**src/rtl/data_bus_bridge.sv**
```systemverilog
// -----------------------------------------------------------------------------
// data_bus_bridge
//   Memory-stage data bus for a small pipelined core: a word-addressed data RAM
//   plus a handful of memory-mapped peripherals (GPIO and an optional timer).
//   Reads are combinational (zero wait states); writes land on the rising edge.
//
//   Optional feature: define DATA_BUS_BRIDGE_TIMER_EN to build the timer
//   (TIMER_CNT / TIMER_CMP / TIMER_CTRL at 0x1008..0x1010 and irq). Without it
//   those addresses read 0, ignore writes, and irq is tied low.
//
// Ports
//   clk         in   clock, all state updates on the rising edge
//   reset       in   asynchronous active-low reset
//   MemWriteM   in   store strobe
//   ALUResultM  in   byte address (bits [1:0] ignored)
//   WriteDataM  in   store data
//   ReadDataM   out  load data, same cycle as ALUResultM
//   gpio_in     in   asynchronous external inputs (synchronised internally)
//   gpio_out    out  registered GPIO outputs
//   irq         out  timer interrupt level (TIMER_CTRL.pending)
// -----------------------------------------------------------------------------
module data_bus_bridge #(
    parameter int RAM_WORDS = 64,
    parameter int GPIO_W    = 8
) (
    input  logic              clk,
    input  logic              reset,
    input  logic              MemWriteM,
    input  logic [31:0]       ALUResultM,
    input  logic [31:0]       WriteDataM,
    output logic [31:0]       ReadDataM,
    input  logic [GPIO_W-1:0] gpio_in,
    output logic [GPIO_W-1:0] gpio_out,
    output logic              irq
);

    localparam int AW = $clog2(RAM_WORDS);

    // Word addresses (byte address >> 2) of the MMIO registers
    localparam logic [29:0] WA_GPIO_OUT = 30'h400;
    localparam logic [29:0] WA_GPIO_IN  = 30'h401;
`ifdef DATA_BUS_BRIDGE_TIMER_EN
    localparam logic [29:0] WA_TCNT     = 30'h402;
    localparam logic [29:0] WA_TCMP     = 30'h403;
    localparam logic [29:0] WA_TCTRL    = 30'h404;
`endif

    // -------------------------------------------------------------------------
    // Address decode
    // -------------------------------------------------------------------------
    logic [29:0]   w_word;
    logic          w_ram_hit;
    logic [AW-1:0] w_ram_idx;
    logic          w_unused_addr_lsb;

    assign w_word            = ALUResultM[31:2];
    assign w_ram_hit         = (w_word[29:AW] == '0);
    assign w_ram_idx         = w_word[AW-1:0];
    // Byte offset within the word is don't-care: all accesses are whole-word.
    assign w_unused_addr_lsb = ^ALUResultM[1:0];

    // -------------------------------------------------------------------------
    // Data RAM (no reset: contents undefined after power-up)
    // -------------------------------------------------------------------------
    logic [31:0] r_mem [RAM_WORDS];

    always_ff @(posedge clk) begin
        if (MemWriteM && w_ram_hit) begin
            r_mem[w_ram_idx] <= WriteDataM;
        end
    end

    // -------------------------------------------------------------------------
    // GPIO: output register and two-flop input synchroniser
    // -------------------------------------------------------------------------
    logic [GPIO_W-1:0] r_gpio_out;
    logic [GPIO_W-1:0] r_sync1;
    logic [GPIO_W-1:0] r_sync2;

    always_ff @(posedge clk or negedge reset) begin
        if (!reset) begin
            r_gpio_out <= '0;
            r_sync1    <= '0;
            r_sync2    <= '0;
        end else begin
            r_sync1 <= gpio_in;
            r_sync2 <= r_sync1;
            if (MemWriteM && (w_word == WA_GPIO_OUT)) begin
                r_gpio_out <= WriteDataM[GPIO_W-1:0];
            end
        end
    end

    assign gpio_out = r_gpio_out;

`ifdef DATA_BUS_BRIDGE_TIMER_EN
    // -------------------------------------------------------------------------
    // Timer
    // -------------------------------------------------------------------------
    logic [31:0] r_cnt;
    logic [31:0] r_cmp;
    logic        r_en;
    logic        r_ar;
    logic        r_pend;

    logic [31:0] w_cnt_nxt;
    logic [31:0] w_cmp_nxt;
    logic        w_en_nxt;
    logic        w_ar_nxt;
    logic        w_pend_nxt;
    logic        w_match;

    always_comb begin
        w_match    = r_en && (r_cnt == r_cmp);
        w_cnt_nxt  = r_cnt;
        w_cmp_nxt  = r_cmp;
        w_en_nxt   = r_en;
        w_ar_nxt   = r_ar;
        w_pend_nxt = r_pend;

        // Hardware update first; software writes below take priority.
        if (w_match) begin
            w_pend_nxt = 1'b1;
            if (r_ar) begin
                w_cnt_nxt = '0;
            end else begin
                w_en_nxt = 1'b0;
            end
        end else if (r_en) begin
            w_cnt_nxt = r_cnt + 32'd1;
        end

        if (MemWriteM) begin
            if (w_word == WA_TCNT) begin
                w_cnt_nxt = WriteDataM;
            end
            if (w_word == WA_TCMP) begin
                w_cmp_nxt = WriteDataM;
            end
            if (w_word == WA_TCTRL) begin
                w_en_nxt = WriteDataM[0];
                w_ar_nxt = WriteDataM[1];
                // W1C loses against a simultaneous match.
                if (WriteDataM[2] && !w_match) begin
                    w_pend_nxt = 1'b0;
                end
            end
        end
    end

    always_ff @(posedge clk or negedge reset) begin
        if (!reset) begin
            r_cnt  <= '0;
            r_cmp  <= '1;
            r_en   <= 1'b0;
            r_ar   <= 1'b0;
            r_pend <= 1'b0;
        end else begin
            r_cnt  <= w_cnt_nxt;
            r_cmp  <= w_cmp_nxt;
            r_en   <= w_en_nxt;
            r_ar   <= w_ar_nxt;
            r_pend <= w_pend_nxt;
        end
    end

    assign irq = r_pend;
`else
    assign irq = 1'b0;
`endif

    // -------------------------------------------------------------------------
    // Combinational read mux
    // -------------------------------------------------------------------------
    always_comb begin
        ReadDataM = '0;
        if (w_ram_hit) begin
            ReadDataM = r_mem[w_ram_idx];
        end else begin
            case (w_word)
                WA_GPIO_OUT: ReadDataM[GPIO_W-1:0] = r_gpio_out;
                WA_GPIO_IN:  ReadDataM[GPIO_W-1:0] = r_sync2;
`ifdef DATA_BUS_BRIDGE_TIMER_EN
                WA_TCNT:     ReadDataM = r_cnt;
                WA_TCMP:     ReadDataM = r_cmp;
                WA_TCTRL:    ReadDataM[2:0] = {r_pend, r_ar, r_en};
`endif
                default:     ReadDataM = '0;
            endcase
        end
    end

endmodule

```
**config.mk**
```make
export PLATFORM = sky130hd
export DESIGN_NAME = data_bus_bridge
export DESIGN_NICKNAME = d
export VERILOG_FILES = /design/src/rtl/data_bus_bridge.sv
export SDC_FILE = /design/constraint.sdc
export NUM_CORES = 2
export LEC_CHECK = 0
export BUFFER_PORTS_ARGS = -buffer_cell sky130_fd_sc_hd__buf_2
export CORE_ASPECT_RATIO = 0.8
export CORE_MARGIN = 2
export CORE_UTILIZATION = 45
export DETAILED_ROUTE_END_ITERATION = 7
export SYNTH_ARGS = -nofsm -noshare
export SYNTH_HDL_FRONTEND = slang
export SYNTH_SLANG_ARGS = --single-unit
```
**constraint.sdc**
```tcl
create_clock -name clk -period 2.15 [get_ports clk]
set_input_delay 0.215 -clock clk [delete_from_list [all_inputs] [get_ports clk]]
set_output_delay 0.215 -clock clk [all_outputs]
set_load 0.1 [all_outputs]
```
==> reports/qor.csv <==
metric;value;unit
p_per_area;844;nW/um2
root_buffer;clkbuf_16;
tightest_slew;1020;ps
ioPinCount;116;
finalSetupViolCount;32;
synth_area;80300;um2
fmax;316;MHz
finClkSkew;4.14;ps
critical_path.top_delay_family;compound AO/OA/AOI/OAI gates;
final-max-slew-violation-count;0;
synth-seq-area-share;77.3;%
grt_use_met1;35.0;%
synth_cell_type_count;50;
critical-path-slowest-cell;mux4_2;
htree_levels;4;
port_buffers;112;
viasPerCell;5.89;
synth_flop_cell;edfxtp_1;
max_slew_margin;31.7;%
leakage;32.4;nW
setup_tns;-24080;ps
hold_viol;0;
async_flop_share;1.16;%
postCtsSetupBuffers;0;
holdWs;32.2;ps
dp_hpwl;134000;um
clk_path_buf_depth;3;
dp.cells;6752;
synthCells;3883;
rsz0062_at_grt;yes;
post_synth.cell_area_avg;20.7;um2
gp_congestion;0.812;
chipWidth;476;um
setup_slack;-1020;ps
ys_ff_latch;2072;
finalWirelength;215000;um
drive_gt1_share;34.3;%
clk_latency;830;ps
cp.required;1930;ps
status;finished, violations left;
synth.largest_area_cell;edfxtp_1;
drt_iter0_drc;4535;
antenna_found_initial;0;
rows;138;
end_kind;output pin;
synth_fp_nets;3958;
arrival;2950;ps
grt_pass1_wl;306000;um
start_kind;flip-flop;
place_ws;-1140;ps
worstPathCellList;mux4_2 > o211ai_1 > o21ai_2 > nor4_4 > a311oi_2 > buf_12;
syn_to_final_growth;22.8;%
dr.pass1.iters;5;
cts_num_sinks;2072;
coreArea;177000;um2
grt.total_usage;23.4;%
critPathBufInv;1;
instances_no_fill;7144;
hold_class;input port to flip-flop;
initial_core_util;45.3;%
finalCritPeriodShare;147;%
chipHeight;382;um
postRouteAntennaNets;0;
grtUsageMet2;36.2;%
vias;42100;
grt_start_max_net_pins;66;
clkTransAtPathRegs;60;ps
grtUsageMet3;3.86;%
ys_top_cells_by_area;edfxtp_1 (77%), mux4_2 (8.7%), mux2i_1 (5.0%);
post_drt_wl_per_cell;30.0;um
worstSetupPathType;flip-flop to output pin;
yosysWarnings;0;
slowest_delay;480;ps
grt-busiest-layer;met2;
die_area;182000;um2
violations;setup timing;
cts_tree;yes;
finalNetCount;4676;
synth_edf_count;2048;
grt.overflow.total;0;
first_global_vias;41900;
min_period;3170;ps
critical_path.max_fanout;1;
maxCapViolCount;0;
cts_buffers;198;
ir_worst_vdd;0.895;mV
synth_top_cell_area_share;76.6;%
drc_errors;0;
==> synth_stat cells (20+ instances only) <==
| master | instances |
|---|---|
| edfxtp_1 | 2048 |
| mux2i_1 | 402 |
| mux4_2 | 312 |
| a22oi_1 | 138 |
| a21oi_1 | 91 |
| nand2_1 | 91 |
| buf_2 | 80 |
| nor2_1 | 72 |
| buf_4 | 59 |
| mux2_2 | 59 |
| clkbuf_1 | 56 |
| o21ai_0 | 51 |
| nand3_1 | 36 |
| o211ai_1 | 35 |
| nor2b_1 | 32 |
| o22ai_1 | 32 |
| a211oi_1 | 27 |
| a2111oi_0 | 24 |
| a21boi_0 | 24 |
| a22o_1 | 24 |
| a31oi_1 | 24 |
| dfrtp_1 | 24 |
| o2bb2ai_1 | 24 |
| buf_6 | 20 |
==> repair_timing <==
action,in CTS,in global routing
setup endpoints to repair,32,32
gates cloned,0,0
pin swaps,92,37
resized for setup,242,65
endpoints found under the hold margin,752,0
hold buffers,38,0
==> cell type report <==
type                            instances  area, um2
Inverter                               10       37.5
Fill cell                           13400      78500
Tap cell                             2380       2980
Timing Repair Buffer                  746       8290
Antenna cell                            1       2.50
Clock inverter                        109       1050
Sequential cell                      2072      62100
Clock buffer                          253       5230
Multi-Input combinational cell       1573      18900
==> registers in the layout, summed over array words and instances, names as in the netlist <==
name	cells
gpio_out	8
r_sync2	8
r_mem	2048
r_sync1	8
==> power by group <==
group | internal (mW) | switching [mW] | leakage, nW
Clock | 19.0 | 15.0 | 3.06
Sequential | 44.4 | 0.00410 | 18.7
Combinational | 2.02 | 2.84 | 10.7
==> path summary, 6_finish.rpt <==
kind | startpoint | to | slack [ps] | cells past startpoint
max | r_mem[45][7] | ReadDataM[7] | -1020 | 6
min | WriteDataM[22] | r_mem[19][22] | 30 | 2
max reg2reg | gpio_out[2] | gpio_out[2] | 1420 | 2
min reg2reg | r_sync1[3] | r_sync2[3] | 350 | 0
max in group asynchronous | reset | gpio_out[6] | 880 | 3
min in group asynchronous | reset | gpio_out[5] | 650 | 3
==> routing by layer <==
layer,vias up,part of all wire [%]
met1,22500,45
li1,17600,-
met5,-,0
met4,0,2.1
met2,1696,46
met3,261,7.1
==> layout by cell type (no fill, tap or decap), drive strengths merged, types with 35 or more instances in the layout <==
master,netlist,final
edfxtp,2048,2048
mux2,59,59
nand3,37,37
a22oi,138,138
nor2,74,74
clkbuf,56,255
dlygate4sd3,0,38
nand2,92,92
mux4,320,320
a21oi,91,91
o211ai,35,35
mux2i,402,402
o21ai,54,54
clkinv,0,83
buf,172,706
==> cells by family (layout without fill, tap and decap cells) <==
kind of cell | after synthesis | count (layout) | share of synthesized area, %
DFF | 2072 | 2072 | 77.3
muxes | 781 | 781 | 14.8
AOI/OAI and AO/OA | 505 | 505 | 4.31
and+or+nand+nor | 286 | 286 | 1.73
buffers and inverters | 238 | 1118 | 1.80
other | 1 | 2 | 0.00467
==> worst reg2reg max path: stages, from the launching register on <==
cell and delay, ps:
dfrtp_1 370, inv_1 80, o21ai_0 190
==> stage by stage <==
step                      cell area [um2]  util (%)  power, mW
after floorplan                     80700         -       47.4
after global placement              90400      51.1       49.7
after detailed placement            90400      51.1       49.7
after CTS                           98300      55.5       83.8
after global routing                98600      55.7       85.6
final                               98600      55.7       83.2
No activity file was read; power rests on OpenSTA's default activity.
